### src/rtl/j68_decode_loader.sv
// j68_decode_loader
//   Writer side of the 256 x 36 decode table. Receives a framed byte stream
//   from the host/debug channel and writes 36-bit entries into the writable
//   decode RAM that stands in for the fixed decode ROM. The CPU-side read port
//   is not touched here.
//
//   Frame: SYNC, start address, count-1, count x 5 data bytes (big-endian),
//   checksum (mod-256 sum of the data bytes only).
//
// Parameters
//   SYNC_BYTE  frame start byte; any other byte seen while idle is dropped
//   TIMEOUT    max idle cycles between bytes inside a frame; 0 disables it
//
// Ports
//   clock      single clock, rising edge
//   reset      synchronous, active-high
//   s_data     input byte
//   s_valid    byte valid; transferred when s_valid & s_ready
//   s_ready    loader accepts a byte this cycle (registered)
//   abort      synchronous frame abort
//   ram_we     one-cycle RAM write strobe
//   ram_addr   RAM write address
//   ram_data   RAM write data
//   busy       frame in progress
//   done       one-cycle pulse: frame completed with good checksum
//   error      one-cycle pulse: bad checksum, timeout or abort mid-frame
//   words      words written in the current/last frame (0..256)
//
// state    | meaning
// ---------+-----------------------------------------------------------
// ST_IDLE  | hunting for SYNC_BYTE, other bytes discarded
// ST_ADDR  | next byte is the base RAM address
// ST_CNT   | next byte is word count minus one
// ST_DATA  | collecting 5-byte words, one RAM write per completed word
// ST_CHK   | next byte is the checksum, then pulse done/error
module j68_decode_loader #(
  parameter logic [7:0]  SYNC_BYTE = 8'hA5,
  parameter logic [15:0] TIMEOUT   = 16'd4096
) (
  input  logic        clock,
  input  logic        reset,
  input  logic [7:0]  s_data,
  input  logic        s_valid,
  output logic        s_ready,
  input  logic        abort,
  output logic        ram_we,
  output logic [7:0]  ram_addr,
  output logic [35:0] ram_data,
  output logic        busy,
  output logic        done,
  output logic        error,
  output logic [8:0]  words
);

  typedef enum logic [2:0] {
    ST_IDLE = 3'd0,
    ST_ADDR = 3'd1,
    ST_CNT  = 3'd2,
    ST_DATA = 3'd3,
    ST_CHK  = 3'd4
  } state_t;

  state_t      state_q, state_d;
  logic        s_ready_q, s_ready_d;
  logic        ram_we_q, ram_we_d;
  logic [7:0]  ram_addr_q, ram_addr_d;
  logic [35:0] ram_data_q, ram_data_d;
  logic        done_q, done_d;
  logic        error_q, error_d;
  logic [8:0]  words_q, words_d;
  logic [7:0]  base_q, base_d;
  logic [8:0]  remaining_q, remaining_d;
  logic [2:0]  idx_q, idx_d;
  logic [7:0]  sum_q, sum_d;
  // Only the low nibble of byte 0 and bytes 1..3 ever reach the RAM, so the
  // assembly register keeps just those 28 bits; byte 4 is taken straight
  // from the input on the final handshake.
  logic [27:0] asm_q, asm_d;
  logic [15:0] timer_q, timer_d;

  logic        byte_acc;
  logic [15:0] timer_inc;

  assign byte_acc  = s_valid & s_ready_q;
  assign timer_inc = timer_q + 16'd1;

  always_comb begin
    state_d     = state_q;
    s_ready_d   = 1'b1;
    ram_we_d    = 1'b0;
    ram_addr_d  = ram_addr_q;
    ram_data_d  = ram_data_q;
    done_d      = 1'b0;
    error_d     = 1'b0;
    words_d     = words_q;
    base_d      = base_q;
    remaining_d = remaining_q;
    idx_d       = idx_q;
    sum_d       = sum_q;
    asm_d       = asm_q;
    timer_d     = timer_q;

    if ((state_q != ST_IDLE) && abort) begin
      // Abort beats a same-cycle byte; the byte is simply not consumed.
      state_d = ST_IDLE;
      error_d = 1'b1;
      timer_d = 16'd0;
    end else if (byte_acc) begin
      timer_d = 16'd0;
      unique case (state_q)
        ST_IDLE: begin
          if (s_data == SYNC_BYTE) begin
            state_d = ST_ADDR;
          end
        end
        ST_ADDR: begin
          base_d  = s_data;
          words_d = 9'd0;
          state_d = ST_CNT;
        end
        ST_CNT: begin
          remaining_d = {1'b0, s_data} + 9'd1;
          sum_d       = 8'd0;
          idx_d       = 3'd0;
          state_d     = ST_DATA;
        end
        ST_DATA: begin
          asm_d = {asm_q[19:0], s_data};
          sum_d = sum_q + s_data;
          if (idx_q == 3'd4) begin
            ram_we_d    = 1'b1;
            ram_data_d  = {asm_q, s_data};
            ram_addr_d  = base_q + words_q[7:0];
            words_d     = words_q + 9'd1;
            remaining_d = remaining_q - 9'd1;
            idx_d       = 3'd0;
            if (remaining_q == 9'd1) begin
              state_d = ST_CHK;
            end
          end else begin
            idx_d = idx_q + 3'd1;
          end
        end
        ST_CHK: begin
          if (s_data == sum_q) begin
            done_d = 1'b1;
          end else begin
            error_d = 1'b1;
          end
          state_d = ST_IDLE;
        end
        default: begin
          state_d = ST_IDLE;
        end
      endcase
    end else if (state_q != ST_IDLE) begin
      if ((TIMEOUT != 16'd0) && (timer_inc == TIMEOUT)) begin
        state_d = ST_IDLE;
        error_d = 1'b1;
        timer_d = 16'd0;
      end else begin
        timer_d = timer_inc;
      end
    end
  end

  always_ff @(posedge clock) begin
    if (reset) begin
      state_q     <= ST_IDLE;
      s_ready_q   <= 1'b0;
      ram_we_q    <= 1'b0;
      ram_addr_q  <= 8'd0;
      ram_data_q  <= 36'd0;
      done_q      <= 1'b0;
      error_q     <= 1'b0;
      words_q     <= 9'd0;
      base_q      <= 8'd0;
      remaining_q <= 9'd0;
      idx_q       <= 3'd0;
      sum_q       <= 8'd0;
      asm_q       <= 28'd0;
      timer_q     <= 16'd0;
    end else begin
      state_q     <= state_d;
      s_ready_q   <= s_ready_d;
      ram_we_q    <= ram_we_d;
      ram_addr_q  <= ram_addr_d;
      ram_data_q  <= ram_data_d;
      done_q      <= done_d;
      error_q     <= error_d;
      words_q     <= words_d;
      base_q      <= base_d;
      remaining_q <= remaining_d;
      idx_q       <= idx_d;
      sum_q       <= sum_d;
      asm_q       <= asm_d;
      timer_q     <= timer_d;
    end
  end

  // busy comes straight from the state so it drops in the same cycle the
  // registered done/error pulse appears.
  assign busy     = (state_q != ST_IDLE);
  assign s_ready  = s_ready_q;
  assign ram_we   = ram_we_q;
  assign ram_addr = ram_addr_q;
  assign ram_data = ram_data_q;
  assign done     = done_q;
  assign error    = error_q;
  assign words    = words_q;

endmodule

### config.mk
export PLATFORM = sky130hd
export DESIGN_NAME = j68_decode_loader
export DESIGN_NICKNAME = d
export VERILOG_FILES = /design/src/rtl/j68_decode_loader.sv
export SDC_FILE = /design/constraint.sdc
export NUM_CORES = 1
export LEC_CHECK = 0
export ABC_AREA = 1
export CORE_UTILIZATION = 60
export DETAILED_ROUTE_END_ITERATION = 10
export PLACE_DENSITY = 0.94
export SYNTH_ARGS = -nofsm -noshare
export SYNTH_HDL_FRONTEND = slang
export SYNTH_SLANG_ARGS = --single-unit
### constraint.sdc
create_clock -name clock -period 4.1 [get_ports clock]
set_input_delay 0.82 -clock clock [delete_from_list [all_inputs] [get_ports clock]]
set_output_delay 0.82 -clock clock [all_outputs]
set_load 0.05 [all_outputs]
Word level (Yosys, flattened, before mapping)
Cells that the tools add are included.
{"block": "word_totals", "register_bits": 132, "output_inout_bits": 58, "wordCells": 81}
{"block": "classes", "addsub": 7, "eq_ne": 13, "muxes": 24, "n_bitwise": 5, "reduce_logical": 18}
{"operator": "case mux 9 bit (2 select lines)", "count": 2}
{"operator": "2-to-1 mux 3 bit", "count": 7}
{"operator": "2-to-1 mux 9 bit", "count": 2}
{"operator": "adder 16 x 1 -> 16 bit, second input constant", "count": 1}
{"operator": "adder 8 bit", "count": 2}
{"operator": "== test 16 x 13 -> 1 bit, second input constant", "count": 1}
{"operator": "2-to-1 mux 16 bit", "count": 1}
{"operator": "case mux 8 bit (2 select lines)", "count": 1}
{"operator": "case mux 3 bit (4 select lines)", "count": 1}
{"operator": "AND reduction 4 bit", "count": 3}
{"operator": "adder 8 x 1 -> 9 bit, second input constant", "count": 1}
{"operator": "adder 9 x 1 -> 9 bit, second input constant", "count": 1}
{"operator": "== test 9 x 1 -> 1 bit, second input constant", "count": 1}
{"operator": "2-to-1 mux 1 bit", "count": 9}
{"operator": "!= test 3 bit, second input constant", "count": 3}
{"operator": "AND reduction 3 bit", "count": 3}
{"operator": "subtractor 9 x 1 -> 9 bit, second input constant", "count": 1}
{"operator": "== test 8 bit", "count": 1}
{"operator": "== test 8 bit, second input constant", "count": 1}
{"operator": "nonzero test 2 bit", "count": 4}
{"operator": "OR reduction 4 bit", "count": 2}
{"operator": "== test 3 x 2 -> 1 bit, second input constant", "count": 2}
{"operator": "== test 3 bit, second input constant", "count": 2}
{"operator": "case mux 3 bit (2 select lines)", "count": 1}
{"operator": "11 further kinds", "count": 14}

Depth between registers and ports, before layout
Gate-level depths: netlist of run 1.
{"block": "logic_depth", "ltp_word": 6, "ltp_mapped": 14}

Worst setup path before layout of run 1
No wires, ideal clock.
{"block": "synth_path", "kind": "input to register", "startpoint": "input port s_data[0]", "endpoint": "register sum_q[6]", "t_arrival_ns": 2.206, "slack_ns": 1.824, "stages": 11, "n_path_buf": 0, "cell_sequence": "ha_1 > fa_1 > nand2_1 > nand2_1 > a21oi_1 > nor2_1 > o21ai_0 > nand2_1 > a21oi_1 > o21ai_0 > a21oi_1"}
{"block": "synth_via", "elab_chain_cells": 2}
{"item": "from (decl)", "line_no": "42", "text": "input logic [7:0] s_data,"}
{"item": "adder 8 bit", "line_no": "129", "text": "sum_d = sum_q + s_data;"}
{"item": "case mux 8 bit (2 select lines)", "line_no": "110", "text": "unique case (state_q)"}
{"item": "to (signal assigned)", "line_no": "195", "text": "sum_q <= sum_d;"}
{"item": "to (decl)", "line_no": "74", "text": "logic [7:0] sum_q, sum_d;"}
No other way between the ends.
A chain may end at the register's enable or synchronous reset.

Worst setup path in the final report of run 1
{"block": "layout_path", "startpoint": "input port s_valid", "endpoint": "register ram_data_q[5], in the netlist ram_data[5]"}
{"block": "layout_via", "elab_chain_cells": 2}
{"item": "from (decl)", "line_no": "43", "text": "input logic s_valid,"}
{"item": "AND 1 bit", "line_no": "84", "text": "assign byte_acc = s_valid & s_ready_q;"}
{"item": "AND reduction 4 bit (no line)"}
{"item": "to (signal assigned)", "line_no": "188", "text": "ram_data_q <= ram_data_d;"}
{"item": "to (decl)", "line_no": "67", "text": "logic [35:0] ram_data_q, ram_data_d;"}
No other way between the ends.

==> metrics.md, run 1 <==
| Metric | Value |
|---|---|
| Leakage power figure | between 3 and 4 nW |
| Commonest cells after routing, fill and taps aside | sky130_fd_sc_hd__dfxtp_1 (132), sky130_fd_sc_hd__nor2_1 (128), sky130_fd_sc_hd__nand2_1 (116), sky130_fd_sc_hd__o21ai_0 (95), sky130_fd_sc_hd__a21oi_1 (89) |
| Worst endpoint data arrival time | 3.56 ns |
| Fraction of final layout cells sized beyond drive strength 1 | 0.05824 |
| Comb power frac | 0.030 |
| Internal Power | ~0.0022 W |
| IR drop worst, VDD | about 240 uV |
| Maximum clock frequency | 0.3141 GHz |
| Cells traversed along the worst timing path | clkdlybuf4s50_1, nand2_1, inv_1, nand2_2, nor2_8, nand2_4, clkinv_1, o21ai_0, a21oi_1 |
| Min cycle time layout | roughly 3.2 ns |
| Critical path start-end classification | in -> reg |
| Die footprint | 10600 um^2 |
| Setup violations, final | 0 |
| Endpoint kind of the worst setup timing path | register |
| Actual transition at the worst max-transition pin | about 1.1 ns |
| Total Routing Usage GR | 0.3221 |
| Type of element launching the critical path | input port |
| Number of placement rows | 36 |
| Number of DRC markers after the initial detailed-route iteration | 642 |
| Post-CTS Setup Repair Bufs | 0 |
| Utilization after layout | 0.7601 |
| Reg2reg setup slack | roughly 1.1 ns |
| Clock buffer count from CTS | 17 |
| Slew Limit Headroom | 0.2907 |
| R2r endpoint | ram_data[5]$_SDFFE_PP0P_ |
| Number of detailed-route iterations in the first pass | 6 |
| Most common cell after layout, fill and taps aside | sky130_fd_sc_hd__dfxtp_1 |
| Average vias per placed instance | roughly 6 |
| Avg Synthesized Cell Area | between 7 and 8 um^2 |
| Fin worst setup slack | between 0.9 and 1 ns |
| Worst-path fanout max | 43 |
| Share of synthesized area occupied by flip-flops and latches | 0.4321 |
| Number of antenna violations at the first check in global routing | 0 |
| Number of warning messages in the yosys log | 0 |
| Worst hold endpoint | ram_data[28]$_SDFFE_PP0P_ |
| Total Negative Setup Slacks | 0 ns |
| Cells on Worst Hold Path | 2 |
| Clock Power Share | 0.521 |
| Number of different library cells in the post-synthesis netlist | 36 |
| Post-synth EDFFs | 0 |
| Count of endpoints failing hold in the final timing report | 0 |
| Final antenna diode count | 0 |
| Synth Register Bits | about 130 |
| CTS tree | yes |
| Die outline width | just over 100 um |
| Required arrival time at the worst endpoint | between 4 and 5 ns |
| Mapped Area | around 6100 um^2 |
| Routed length per placed instance | 15.81 um |
| Vias in the first global route | about 5500 |
| Die Y | just over 100 um |
| Status | complete, no violations |
| Share of flip-flops with an asynchronous set or reset after synthesis | 0 |
| Number of instances in the synthesized netlist | roughly 840 |
| CTS max path bufs | 2 |
| Net Switching | 0.0006706 W |
| Net Count, Synth | between 800 and 900 |
| Pre-CTS worst setup slack | 0.5498 ns |
| Largest cells by area after synthesis | sky130_fd_sc_hd__dfxtp_1 (43%), sky130_fd_sc_hd__nor2_1 (7.9%), sky130_fd_sc_hd__o21ai_0 (7.8%) |
| Quantity of hold-fixing buffers added after cts | 0 |
| Switching power share of the total | 0.2346 |
| CP max stage delay | approximately 0.86 ns |
| Worst hold path type | reg -> reg |
| Portion of synthesized cell area occupied by the leading cell type | 0.4321 |
| Final net count | slightly above 900 |
| Worst Skew | ~0.013 ns |
| Global route overflow | 0 |
| Final-report max-slew violation count | 0 |
| Number of max-cap violations | 0 |
| Number of top-level design ports | 70 |
| Standard cell core area | just under 10000 um^2 |
| CTS Root Cell | sky130_fd_sc_hd__clkbuf_8 |
| Latest clock arrival within the worst-skew pair | about 0.53 ns |
| Clock slew at the register clock pins of the worst setup and hold paths | 0.06 ns |
| Initial cell density of the core | 0.6228 |
| Port Buf Inserts | 69 |
| Global placement routability congestion | about 0.9 |
| Clock sink count | about 130 |
| Reg-to-reg critical path startpoint | state_q[0]$_SDFFE_PP0P_ |
| Primary FF master, synth | sky130_fd_sc_hd__dfxtp_1 |
| Area leader, netlist | sky130_fd_sc_hd__dfxtp_1 |
| Number of filler cells placed in the layout | about 670 |
| Total number of vias | a little over 6000 |
| Setup repair after global routing missed its margin | false |
| Area Overhead vs Synth | 22.03% |
| Antenna Violating Nets Remaining | 0 |
| Path depth of the worst reg2reg path | 9 |
| Post-route DRC violation count | 0 |
| Worst Min Path Start | asm_q[20]$_SDFFE_PP0P_ |
| Half-perimeter wire length of the detailed placement result | 10170 um |
| Multi-input combinational cell area | ~3000 um^2 |
| Period utilisation layout | 0.7764 |
| CTS H-Tree Depth | 4 |
| Reg area | roughly 2600 um^2 |
| P per Cell Area | around 380 nW/um^2 |
| Global-route wire length before repair | around 26000 um |
| Cells resized by post-CTS repair | 0 |
| Detailed-route wire length | between 15000 and 20000 um |
| Largest net degree at the start of global routing | between 50 and 60 |
| Share of power burned in registers | 0.449 |
| Slowest-stage cell, CP | sky130_fd_sc_hd__clkinv_1 |
## layout make-up
| class | instances | area share |
|---|---|---|
| multi-input cells | 584 | 0.4039 |
| inverters | 89 | 0.04476 |
| flip-flops and latches | 132 | 0.3541 |
| clock buffers | 17 | 0.05549 |
| well taps | 133 | 0.02230 |
| repair buffers | 73 | 0.09656 |
| clock inverters | 15 | 0.02297 |
## stage by stage
stage | cells | power, W | instance area (um^2) | hold WS [ns]
2_1_floorplan | 836 | 0.001358 | 6116 | 0.4297
3_3_place_gp | 1011 | 0.001391 | 6878 | 0.4444
3_5_place_dp | 1011 | 0.001392 | 6878 | 0.4474
4_1_cts | 1043 | 0.002857 | 7463 | 0.4615
5_1_grt | 1043 | 0.002926 | 7463 | 0.4948
6_report | 1043 | 0.002859 | 7463 | 0.4604
## power groups by stage
stage	Clock [W]	Combinational [W]	Sequential [W]
2_1_floorplan	0	0.0000447	0.00131
3_3_place_gp	0	0.0000792	0.00131
3_5_place_dp	0	0.0000805	0.00131
4_1_cts	0.00149	0.0000831	0.00128
5_1_grt	0.00155	0.0000917	0.00128
6_report	0.00149	0.0000860	0.00128
## worst max path at each step
stage,from,to,cells after the start
2_1_floorplan,s_data[0],sum_q[6]$_SDFFE_PP0P_,11
3_5_place_dp,s_valid,ram_data[24]$_SDFFE_PP0P_,9
3_3_place_gp,s_valid,ram_addr[7]$_SDFFE_PP0P_,9
5_1_grt,s_valid,ram_data[24]$_SDFFE_PP0P_,9
4_1_cts,s_valid,ram_data[5]$_SDFFE_PP0P_,9
6_report,s_valid,ram_data[5]$_SDFFE_PP0P_,9
## state kept, by name (all words and copies together) (netlist names), 3 cells and up
register	flops
timer_q	16
sum_q	8
remaining_q	9
ram_data	36
idx_q	3
base_q	8
ram_addr	8
asm_q	28
words	9
state_q	3
## per-layer routing
| metal | track usage | routed length (um) | vias up |
|---|---|---|---|
| li1 | - | - | 2892 |
| met1 | 0.3979 | 6518 | 2779 |
| met2 | 0.5154 | 7825 | 396 |
| met3 | 0.07254 | 1375 | 90 |
| met4 | 0.1918 | 774 | 0 |
| met5 | 0 | 0 | - |
## worst max-delay path, delay by kind of cell
kind / cells / cell delay, ns
buf+inv: 3 / 1.43
compound gates: 2 / 0.67
simple gates: 4 / 0.63
## synth_stat cells, types with 5 or more instances
| library cell | instances |
|---|---|
| sky130_fd_sc_hd__buf_2 | 5 |
| sky130_fd_sc_hd__xor2_1 | 12 |
| sky130_fd_sc_hd__nand3_1 | 48 |
| sky130_fd_sc_hd__nand4_1 | 9 |
| sky130_fd_sc_hd__nor3_1 | 14 |
| sky130_fd_sc_hd__nand2_1 | 116 |
| sky130_fd_sc_hd__o211ai_1 | 6 |
| sky130_fd_sc_hd__a31oi_1 | 5 |
| sky130_fd_sc_hd__clkbuf_1 | 22 |
| sky130_fd_sc_hd__o21ai_0 | 95 |
| sky130_fd_sc_hd__inv_1 | 84 |
| sky130_fd_sc_hd__xnor2_1 | 9 |
| sky130_fd_sc_hd__a21oi_1 | 89 |
| sky130_fd_sc_hd__nor2_1 | 128 |
| sky130_fd_sc_hd__a211oi_1 | 5 |
| sky130_fd_sc_hd__ha_1 | 22 |
| sky130_fd_sc_hd__dfxtp_1 | 132 |
## cells by family after synthesis
kind of cell / Yosys count / share of synthesized area
XOR/XNOR: 21 / 0.03007
AND/OR/NAND/NOR: 333 / 0.2345
AO/OA/AOI/OAI: 206 / 0.1768
adder cells (fa/ha/maj): 24 / 0.05155
buffers and inverters: 120 / 0.07508
flip-flops: 132 / 0.4321
Power figures use the tool's default switching activity.
==> inputs of run 2 (changes only) <==
--- a/config.mk
+++ b/config.mk
@@ -6,9 +6,9 @@
 export NUM_CORES = 1
 export LEC_CHECK = 0
 export ABC_AREA = 1
-export CORE_UTILIZATION = 60
+export CORE_UTILIZATION = 56
 export DETAILED_ROUTE_END_ITERATION = 10
-export PLACE_DENSITY = 0.94
+export PLACE_DENSITY = 0.89
 export SYNTH_ARGS = -nofsm -noshare
 export SYNTH_HDL_FRONTEND = slang
 export SYNTH_SLANG_ARGS = --single-unit
==> constraint.sdc (replaced) <==
create_clock -name clock -period 3.3 [get_ports clock]
set_input_delay 0.66 -clock clock [delete_from_list [all_inputs] [get_ports clock]]
set_output_delay 0.66 -clock clock [all_outputs]
set_load 0.05 [all_outputs]
==> metrics.md, run 2 (synthesis results as in run 1) <==
| Metric | Value |
|---|---|
| Multi-input combinational cell area | ~3000 um^2 |
| Worst hold path type | reg -> reg |
| Maximum clock frequency | 0.3588 GHz |
| CTS H-Tree Depth | 4 |
| Number of detailed-route iterations in the first pass | 5 |
| Endpoint kind of the worst setup timing path | output pin |
| Number of DRC markers after the initial detailed-route iteration | between 300 and 400 |
| Clock buffer count from CTS | 17 |
| Worst-path fanout max | 19 |
| CTS Root Cell | sky130_fd_sc_hd__clkbuf_8 |
| Slew Limit Headroom | 0.5061 |
| Detailed-route wire length | between 15000 and 20000 um |
| Number of antenna violations at the first check in global routing | 0 |
| Commonest cells after routing, fill and taps aside | sky130_fd_sc_hd__dfxtp_1 (132), sky130_fd_sc_hd__nor2_1 (128), sky130_fd_sc_hd__nand2_1 (116), sky130_fd_sc_hd__o21ai_0 (95), sky130_fd_sc_hd__a21oi_1 (89) |
| Leakage power figure | between 3 and 4 nW |
| Total Routing Usage GR | 0.2826 |
| Cell class contributing the biggest share of worst-path delay | buffers and inverters |
| Post-CTS Setup Repair Bufs | 0 |
| Most common cell after layout, fill and taps aside | sky130_fd_sc_hd__dfxtp_1 |
| Latest clock arrival within the worst-skew pair | between 0.5 and 0.6 ns |
| Min cycle time layout | between 2 and 3 ns |
| Critical path start-end classification | reg -> out |
| Largest net degree at the start of global routing | 35 |
| CTS tree | yes |
| Port Buf Inserts | slightly below 70 |
| Number of filler cells placed in the layout | between 700 and 800 |
| Fin Hold WS | around 0.47 ns |
| Status | complete, no violations |
| P per Cell Area | ~470 nW/um^2 |
| Area Overhead vs Synth | 22.95% |
| Cells traversed along the worst timing path | nor2_2, nand2_4, clkdlybuf4s50_1 |
| Critical path buffer and inverter count | 1 |
| CP max stage delay | 0.85 ns |
| Initial cell density of the core | 0.5845 |
| Required arrival time at the worst endpoint | between 2 and 3 ns |
| Final net count | roughly 940 |
| Half-perimeter wire length of the detailed placement result | ~10000 um |
| Type of element launching the critical path | register |
| Period utilisation layout | 0.8445 |
| CTS max path bufs | 2 |
| Routed length per placed instance | between 10 and 15 um |
| Global-route wire length before repair | around 25000 um |
| Number of placement rows | 37 |
| Quantity of hold-fixing buffers added after cts | 0 |
| Clock sink count | 132 |
| Worst Skew | 0.009592 ns |
| Actual transition at the worst max-transition pin | about 0.74 ns |
| Global placement routability congestion | about 0.94 |
| Final antenna diode count | 0 |
| Cells resized by post-CTS repair | 0 |
| Die outline width | 106.5 um |
| Reg area | between 2000 and 3000 um^2 |
| Final-report max-slew violation count | 0 |
| Number of top-level design ports | 70 |
| Antenna Violating Nets Remaining | 0 |
| Total Negative Setup Slacks | 0 ns |
| Global route overflow | 0 |
| Count of endpoints failing hold in the final timing report | 0 |
| Number of max-cap violations | 0 |
| Post-route DRC violation count | 0 |
| Fraction of final layout cells sized beyond drive strength 1 | 0.06441 |
| IR drop worst, VDD | around 280 uV |
| Slowest-stage cell, CP | sky130_fd_sc_hd__clkdlybuf4s50_1 |
| Average vias per placed instance | between 5 and 6 |
| Standard cell core area | 10460 um^2 |
| Die Y | roughly 110 um |
| Die footprint | between 10000 and 15000 um^2 |
| Vias in the first global route | roughly 5400 |
| Clock slew at the register clock pins of the worst setup and hold paths | about 0.070 ns |
| Worst endpoint data arrival time | approximately 2.1 ns |
| Number of flip-flops in the largest register | 36 |
| Setup repair after global routing missed its margin | false |
| Setup violations, final | 0 |
| Total number of vias | between 5000 and 6000 |
[run 2: final cells by class]
cell class	count	area share
multi-input cells	584	0.4008
repair buffers	79	0.1018
clock inverters	15	0.02379
inverters	89	0.04443
flip-flops and latches	132	0.3514
clock buffers	17	0.05507
well taps	136	0.02263
[run 2: metal layers]
metal,GRT usage,wire length [um],vias to the layer above
met4,0.1174,390,0
li1,-,-,2898
met1,0.3484,6398,2718
met5,0,0,-
met2,0.4740,7395,242
met3,0.06499,1128,42
[run 2: worst paths after layout]
check                               start                        end  slack (ns)  cells after the start
setup / recovery  state_q[0]$_SDFFE_PP0P_                       busy        0.51                      3
hold / removal      asm_q[8]$_SDFFE_PP0P_      asm_q[8]$_SDFFE_PP0P_        0.47                      2
setup reg to reg  state_q[0]$_SDFFE_PP0P_  ram_data[32]$_SDFFE_PP0P_        0.92                     10
hold reg to reg     asm_q[8]$_SDFFE_PP0P_      asm_q[8]$_SDFFE_PP0P_        0.47                      2
[run 2: worst register-to-register path, cell delays in order, from the launching register on]
cell and delay (ns):
sky130_fd_sc_hd__dfxtp_1 0.46, sky130_fd_sc_hd__nor2_2 0.09, sky130_fd_sc_hd__nand2_4 0.20, sky130_fd_sc_hd__nand2_4 0.10, sky130_fd_sc_hd__nand2_2 0.13, sky130_fd_sc_hd__nor2_8 0.06
sky130_fd_sc_hd__nand2_4 0.07, sky130_fd_sc_hd__clkinv_1 0.57, sky130_fd_sc_hd__buf_4 0.42, sky130_fd_sc_hd__nor2_1 0.11, sky130_fd_sc_hd__nor2_1 0.06
[run 2: through the flow]
stage                 util  setup WS (ns)  area, um^2  power [W]  std cells
detailed placement  0.6620         0.3835        6927   0.001732       1020
finish              0.7187         0.5132        7520   0.003568       1052
global route        0.7187         0.4433        7520   0.003654       1052
global placement    0.6620         0.4752        6927   0.001731       1020
CTS                 0.7187         0.5196        7520   0.003573       1052
floorplan                -          1.094        6116   0.001688        836
[run 2: report_power, final]
| part | switching, W | leakage, nW | internal [W] |
|---|---|---|---|
| clock | 0.000820 | 0.283 | 0.00105 |
| combinational | 0.0000739 | 1.74 | 0.0000327 |
| sequential | 0.000000351 | 1.06 | 0.00159 |
